`src/rtl/keccak_chi_row_sched.sv`:
```
// keccak_chi_row_sched
//   Sequencer + share compression around one masked Keccak chi S-box of order D.
//   A shared 5-bit row and its fresh masks are taken together in one cycle. The
//   (D+1)^2 cross-share products are registered, then compressed back to D+1
//   shares, and the result is held until downstream takes it.
// Ports
//   clk, rst_i (async, active low), clr (sync abort)
//   in_valid/in_ready, in_a..in_e   : input row shares (bit i = share i)
//   rnd_valid/rnd_ready, rnd        : fresh masks, consumed only with a row
//   out_valid/out_ready, out_a..out_e : compressed output row shares
//   out_idx, out_last               : row tag within the group, last-row flag

// One output bit of masked chi: x0 ^ (~x1 & x2), expanded to (d+1)^2 shares.
// Share (i,j) of the product is registered before any XOR across shares.
module keccak_chi_bit #(
  parameter int d = 2
) (
  input  logic [d:0]               x0,
  input  logic [d:0]               x1,
  input  logic [d:0]               x2,
  input  logic [d*(d+1)/2-1:0]     r,
  output logic [(d+1)*(d+1)-1:0]   xp
);
  localparam int S = d + 1;

  // Negating a shared value: flip share 0 only.
  logic [d:0] nb;
  assign nb = x1 ^ {{d{1'b0}}, 1'b1};

  for (genvar i = 0; i < S; i++) begin : g_i
    for (genvar j = 0; j < S; j++) begin : g_j
      if (i == j) begin : g_diag
        assign xp[i*S+j] = x0[i] ^ (nb[i] & x2[j]);
      end else if (i < j) begin : g_up
        // Pair (i,j) and (j,i) share one mask so the masks cancel on recombination.
        localparam int P = i*S - (i*(i+1))/2 + (j-i-1);
        assign xp[i*S+j] = (nb[i] & x2[j]) ^ r[P];
      end else begin : g_lo
        localparam int P = j*S - (j*(j+1))/2 + (i-j-1);
        assign xp[i*S+j] = (nb[i] & x2[j]) ^ r[P];
      end
    end
  end
endmodule

// Masked chi S-box across a 5-bit row; one keccak_chi_bit per output bit.
module keccak_sbox #(
  parameter int d = 2
) (
  input  logic [d:0]               aa,
  input  logic [d:0]               bb,
  input  logic [d:0]               cc,
  input  logic [d:0]               dd,
  input  logic [d:0]               ee,
  input  logic [5*d*(d+1)/2-1:0]   r,
  output logic [(d+1)*(d+1)-1:0]   ap,
  output logic [(d+1)*(d+1)-1:0]   bp,
  output logic [(d+1)*(d+1)-1:0]   cp,
  output logic [(d+1)*(d+1)-1:0]   dp,
  output logic [(d+1)*(d+1)-1:0]   ep
);
  localparam int RB = d*(d+1)/2;
  localparam int SQ = (d+1)*(d+1);

  logic [4:0][d:0]    row;
  logic [4:0][SQ-1:0] prod;

  assign row = {ee, dd, cc, bb, aa};

  for (genvar k = 0; k < 5; k++) begin : g_bit
    keccak_chi_bit #(.d(d)) u_bit (
      .x0 (row[k]),
      .x1 (row[(k+1)%5]),
      .x2 (row[(k+2)%5]),
      .r  (r[k*RB +: RB]),
      .xp (prod[k])
    );
  end

  assign ap = prod[0];
  assign bp = prod[1];
  assign cp = prod[2];
  assign dp = prod[3];
  assign ep = prod[4];
endmodule

module keccak_chi_row_sched #(
  parameter int D      = 2,
  parameter int N_ROWS = 64,
  localparam int IW    = (N_ROWS > 1) ? $clog2(N_ROWS) : 1
) (
  input  logic                   clk,
  input  logic                   rst_i,
  input  logic                   clr,
  input  logic                   in_valid,
  output logic                   in_ready,
  input  logic [D:0]             in_a,
  input  logic [D:0]             in_b,
  input  logic [D:0]             in_c,
  input  logic [D:0]             in_d,
  input  logic [D:0]             in_e,
  input  logic                   rnd_valid,
  output logic                   rnd_ready,
  input  logic [5*D*(D+1)/2-1:0] rnd,
  output logic                   out_valid,
  input  logic                   out_ready,
  output logic [D:0]             out_a,
  output logic [D:0]             out_b,
  output logic [D:0]             out_c,
  output logic [D:0]             out_d,
  output logic [D:0]             out_e,
  output logic [IW-1:0]          out_idx,
  output logic                   out_last
);
  localparam int S  = D + 1;
  localparam int SQ = S * S;
  localparam logic [IW-1:0] LAST_IDX = IW'(N_ROWS - 1);

  localparam logic [1:0] ST_IDLE = 2'd0;
  localparam logic [1:0] ST_EVAL = 2'd1;
  localparam logic [1:0] ST_OUT  = 2'd2;

  logic [1:0]          state_q, state_d;
  logic [4:0][SQ-1:0]  x_q, x_d;
  logic [4:0][S-1:0]   o_q, o_d;
  logic [IW-1:0]       cnt_q, cnt_d;
  logic [4:0][SQ-1:0]  xp;
  logic [4:0][S-1:0]   comp;
  logic                accept;

  keccak_sbox #(.d(D)) u_sbox (
    .aa (in_a), .bb (in_b), .cc (in_c), .dd (in_d), .ee (in_e),
    .r  (rnd),
    .ap (xp[0]), .bp (xp[1]), .cp (xp[2]), .dp (xp[3]), .ep (xp[4])
  );

  // Compression: output share i of bit k folds row i of the product matrix.
  always_comb begin
    comp = '0;
    for (int k = 0; k < 5; k++)
      for (int i = 0; i < S; i++)
        comp[k][i] = ^x_q[k][i*S +: S];
  end

  always_comb begin
    in_ready  = !clr && ((state_q == ST_IDLE) || ((state_q == ST_OUT) && out_ready));
    accept    = in_valid && in_ready && rnd_valid;
    rnd_ready = accept;
    out_valid = (state_q == ST_OUT);

    state_d = state_q;
    x_d     = accept ? xp : '0;   // products live in x_q for exactly one cycle
    o_d     = o_q;
    cnt_d   = cnt_q;

    case (state_q)
      ST_IDLE: if (accept) state_d = ST_EVAL;
      ST_EVAL: begin
        state_d = ST_OUT;
        o_d     = comp;
      end
      ST_OUT: if (out_ready) state_d = accept ? ST_EVAL : ST_IDLE;
      default: state_d = ST_IDLE;
    endcase

    if (out_valid && out_ready)
      cnt_d = (cnt_q == LAST_IDX) ? '0 : cnt_q + IW'(1);

    if (clr) begin
      state_d = ST_IDLE;
      x_d     = '0;
      o_d     = '0;
      cnt_d   = '0;
    end
  end

  always_ff @(posedge clk or negedge rst_i) begin
    if (!rst_i) begin
      state_q <= ST_IDLE;
      x_q     <= '0;
      o_q     <= '0;
      cnt_q   <= '0;
    end else begin
      state_q <= state_d;
      x_q     <= x_d;
      o_q     <= o_d;
      cnt_q   <= cnt_d;
    end
  end

  assign out_a    = o_q[0];
  assign out_b    = o_q[1];
  assign out_c    = o_q[2];
  assign out_d    = o_q[3];
  assign out_e    = o_q[4];
  assign out_idx  = cnt_q;
  assign out_last = out_valid && (cnt_q == LAST_IDX);
endmodule

```
`config.mk`:
```
export PLATFORM = sky130hd
export DESIGN_NAME = keccak_chi_row_sched
export DESIGN_NICKNAME = d
export VERILOG_FILES = /design/src/rtl/keccak_chi_row_sched.sv
export SDC_FILE = /design/constraint.sdc
export NUM_CORES = 1
export LEC_CHECK = 0
export BUFFER_PORTS_ARGS = -buffer_cell sky130_fd_sc_hd__buf_2
export CORE_AREA = 4 4 109 111
export DETAILED_ROUTE_END_ITERATION = 6
export DIE_AREA = 0 0 113 115
export PLACE_DENSITY_LB_ADDON = 0.25
export SLEW_MARGIN = 30
export SYNTH_ARGS = -nofsm -noshare
export SYNTH_HDL_FRONTEND = slang
export SYNTH_SLANG_ARGS = --single-unit
export TNS_END_PERCENT = 20
```
`constraint.sdc`:
```
create_clock -name clk -period 3.25 [get_ports clk]
set_input_delay 0.4875 -clock clk [delete_from_list [all_inputs] [get_ports clk]]
set_output_delay 0.4875 -clock clk [all_outputs]
set_load 0.02 [all_outputs]
```
# --- Yosys cells after proc, flatten, opt, wreduce, memory -nomap -nowiden ---
# Cells that the tools add are included.
# Widths: inputs -> output; s select.
classes:
  muxes: 12
  reduce_logical: 26
  n_addsub: 1
  bitwise_logic: 95
  n_eq_ne: 5
op_table:
  columns: ["cell", "n"]
  rows:
  - ["$mux 45", 2]
  - ["$and 1x1->1", 45]
  - ["$reduce_xor 3->1", 15]
  - ["$xor 1x1->1", 45]
  - ["$mux 15", 2]
  - ["$mux 6", 3]
  - ["$add 6x1->6 const B", 1]
  - ["$eq 6x6->1 const B", 1]
  - ["$mux 2", 3]
  - ["$pmux 2 s3", 1]
  - ["$logic_and 1x1->1", 5]
  - ["$not 1->1", 5]
  - ["$reduce_bool 2->1", 2]
  - ["$ne 3x2->1 const B", 1]
  - ["$ne 3x3->1 const B", 1]
  - ["$eq 2x1->1 const B", 1]
  - ["$eq 2x2->1 const B", 1]
  - ["$logic_not 2->1", 1]
  - ["$reduce_and 2->1", 1]
  - ["$logic_not 1->1", 1]
  - ["$logic_or 1x1->1", 1]
  - ["$mux 1", 1]
totals:
  elab_cells: 151
  in_bits: 36
  out_inout_bits: 25
  regBits: 68

# --- Longest topological paths before layout ---
logic_depth:
  depth_word: 10
  ltp_mapped: 5

# --- Modules after synthesis ---
# From an unflattened synthesis, not the netlist that was laid out.
unflattened:
  hier_cells: 295
  area_unflattened_um2: 3296.9
modules_own_cells:
  columns: ["mod", "area_per_inst_um2", "n_inst", "cells_each", "seq_area_each_um2"]
  rows:
  - ["keccak_chi_row_sched", 2696.3, 1, 205, 1701.6]
  - ["keccak_chi_bit", 120.1, 5, 18, 0.0]

# --- Worst setup path after synthesis ---
# OpenSTA, ideal clock, no wires.
synth_timing:
  path_kind: "reg-to-output"
  startpoint: "register state_q[1]"
  endpoint: "output port out_last"
  required_time_ps: 2762
  slack_ps: 1570
  arrival_ps: 1193
  n_path_buf: 0
  path_stages_with_launch: 3
  path_cell_list: "dfrtp_1 > nor2b_1 > and4_1"
synth_between:
  elab_chain_cells: 2
synth_rtl:
  columns: ["element", "line_no", "text"]
  rows:
  - ["from (decl)", "123", "logic [1:0] state_q, state_d;"]
  - ["from (signal assigned)", "184", "state_q <= state_d;"]
  - ["$eq 2x2->1", "149", "out_valid = (state_q == ST_OUT);"]
  - ["net out_valid", "105", "output logic out_valid,"]
  - ["$logic_and 1x1->1", "197", "assign out_last = out_valid && (cnt_q == LAST_IDX);"]
  - ["to (decl)", "113", "output logic out_last"]
# The timed path passes the listed nets, and every way through them passes these cells.

# --- Final worst setup path ---
layout_timing:
  startpoint: "register cnt_q[0], in the netlist out_idx[0]"
  endpoint: "output port out_last"
layout_between:
  elab_chain_cells: 2
layout_rtl:
  columns: ["element", "line_no", "text"]
  rows:
  - ["from (decl)", "126", "logic [IW-1:0] cnt_q, cnt_d;"]
  - ["from (signal assigned)", "187", "cnt_q <= cnt_d;"]
  - ["$eq 6x6->1", "197", null]
  - ["$logic_and 1x1->1", "197", null]
# No other way between the ends.

==> metrics.txt <==
outcome complete, no violations; Starting Density 29.53%; DIE AREA 13000 um2; first-pass GRT wire length 10.96 mm; Synth-to-Final Area Change 19.98%; CTS max path bufs 2; Slew headroom 44.13%; FF+latch count, synth 68; antenna violations before repair 0; num rows 38; synthesized instance count 300; fin crit share 58.49%; unrepaired setup endpoints after global routing false; Die H 115 um; crit-path max cell delay 450 ps; P_leak 0.001834 uW; post-synthesis sequential area ratio 53.40%; final RePlAce weighted congestion 0.7557; setup TNS 0 ps; Synth Area per Inst 10.62 um2; fin crit period 1901 ps; DRT iter0 DRCs 67; Multi-input gate area 1436 um2; grt total ovfl 0; latest clock arrival within the worst-skew pair 340 ps; Worst Path Max Fanout 7; Final Max Tran Viols 0; Max VDD drop 0.1310 mV; post_cts resized 0; worst min-delay path category in2async; CTS clk-pin slew, worst paths 70 ps; Fillers 1102; post-layout total power 1745 uW; CTS root buffer clkbuf_8; synth warn 0; Yosys top cell by area dfrtp_1; sequential cell area 1702 um2; worst clock skew 6.722 ps; H-tree depth 3; Least-Margin Pin Slew 838.0 ps; HPWL after DPL 4.847 mm; syn nets 337; number of global-route vias before repair 2110; final setup fails 0; WS Path Type reg2out; WL/cell 13.47 um; WP data required 2760 ps; Fin. Hold Viols 0; share of cells above drive strength 1 22.89%; area share of the largest cell type after synthesis 53.40%; CTS Buf Count 9; All-Layer GR Usage 11.03%; P per Cell Area 456.3 nW/um2; Cell variety after synth 31; Hold Buf Count CTS 0; crit start category register; Final nets 400; largest net degree at the start of global routing 69; Antenna Nets Post-Route 0; DR pass1 iterations 4; max-cap viol count 0; Slowest-stage cell, CP dfrtp_1; core area 10790 um2; I/O pin total 61; Sink Count 68; CP Cell Sequence ha_1, and4_1, buf_2; synth top area cells dfrtp_1 (53%), xnor2_1 (12%), xor2_1 (8.5%); Post-CTS Setup Bufs 0; Critical Path Sink Type output port; TritonCTS clock tree yes; ANT cells 0; Post-route DRC 0; DIE WIDTH 113 um; port bufs 60; mapped cell area 3187 um2; routed wire length 6.827 mm; Critical Path AT 1410 ps; Vias/cell 4.304; Fmax 526.0 MHz; total number of vias 2182
[per-stage QoR]
stage	instances	hold slack (ps)	instance area, um2	setup slack (ps)	utilization (%)
floorplan	300	191.9	3187	1570	-
global placement	492	490.7	3636	1621	33.69
detailed placement	492	487.4	3636	1596	33.69
CTS	507	372.4	3824	1320	35.43
global route	507	412.3	3824	1246	35.43
finish	507	334.4	3824	1349	35.43
[worst max-delay path, delay by kind of cell, from the launching register on]
family | cells | cell delay [ps]
flops | 1 | 450
fa+ha+maj | 1 | 280
simple gates | 1 | 190
buf+inv | 1 | 160
[worst paths after layout]
kind	start	to	slack (ps)	cells past startpoint
max in group asynchronous	rst_i	x_q[10]$_DFF_PN0_	2370	2
min reg2reg	out_b[0]$_DFFE_PN0P_	out_b[0]$_DFFE_PN0P_	500	1
min in group clk	rnd[6]	x_q[19]$_DFF_PN0_	430	3
min	rst_i	out_d[0]$_DFFE_PN0P_	330	2
max reg2reg	state_q[1]$_DFFE_PN0P_	out_c[0]$_DFFE_PN0P_	1720	3
max	out_idx[0]$_DFFE_PN0P_	out_last	1350	3
[metal layers]
metal | GRT usage, % | vias up | part of all wire, %
li1 | - | 1082 | -
met3 | 2.895 | 11 | 4.8
met2 | 17.65 | 45 | 47
met5 | 0 | - | 0
met4 | 5.048 | 0 | 2.2
met1 | 14.05 | 1044 | 46
[synthesized netlist by cell type]
cell,number
a21oi_1,4
a22o_1,15
a311o_1,1
a31oi_1,1
and2_0,1
and2_1,1
and2b_4,1
and3_2,1
and4_1,1
buf_2,7
clkbuf_1,3
dfrtp_1,68
ha_1,1
inv_2,2
mux2i_1,1
nand2_1,36
nand2b_1,3
nand3_1,2
nand3_2,1
nand3b_4,1
nand4b_1,1
nor2_1,48
nor2_2,1
nor2b_1,17
o211ai_1,1
o21ai_0,1
o31ai_1,1
or3_1,1
or4_1,2
xnor2_1,45
xor2_1,31
[sequential cells by signal, summed over array words and instances (netlist names)]
register  flops
x_q          45
out_idx       6
out_a         3
out_b         3
out_c         3
out_d         3
out_e         3
state_q       2
[cell families after synthesis]
logic type | count (synthesis) | synth area share, %
muxes | 1 | 0.3141
buffers and inverters | 12 | 1.688
and+or+nand+nor | 118 | 17.43
adders and majority gates | 1 | 0.3926
xor gates and xnor gates | 76 | 20.89
AOI/OAI and AO/OA | 24 | 5.890
DFF | 68 | 53.40
[where the power goes]
group,internal (uW),switching [uW],leakage [uW]
registers,869,12.9,0.000939
clock network,356,299,0.0000986
logic,87.1,121,0.000797
total,1310,433,0.00183
[layout make-up]
type / count / share of cell area, %
sequential: 68 / 44.50
tap: 140 / 4.581
inverter: 2 / 0.1963
timing repair buffer: 62 / 8.246
clock buffer: 14 / 4.777
multi-input combinational: 220 / 37.57
clock inverter: 1 / 0.1309
[cells in the final DEF (no fill, tap or decap), types with 2 or more instances in the layout]
| cell | instances |
|---|---|
| a21oi_1 | 4 |
| a22o_1 | 15 |
| buf_2 | 60 |
| buf_4 | 2 |
| clkbuf_8 | 13 |
| dfrtp_1 | 68 |
| inv_2 | 2 |
| nand2_1 | 36 |
| nand2b_1 | 3 |
| nand3_2 | 2 |
| nor2_1 | 48 |
| nor2b_1 | 17 |
| or4_1 | 2 |
| xnor2_1 | 45 |
| xor2_1 | 31 |
(Power assumes the default switching activity.)
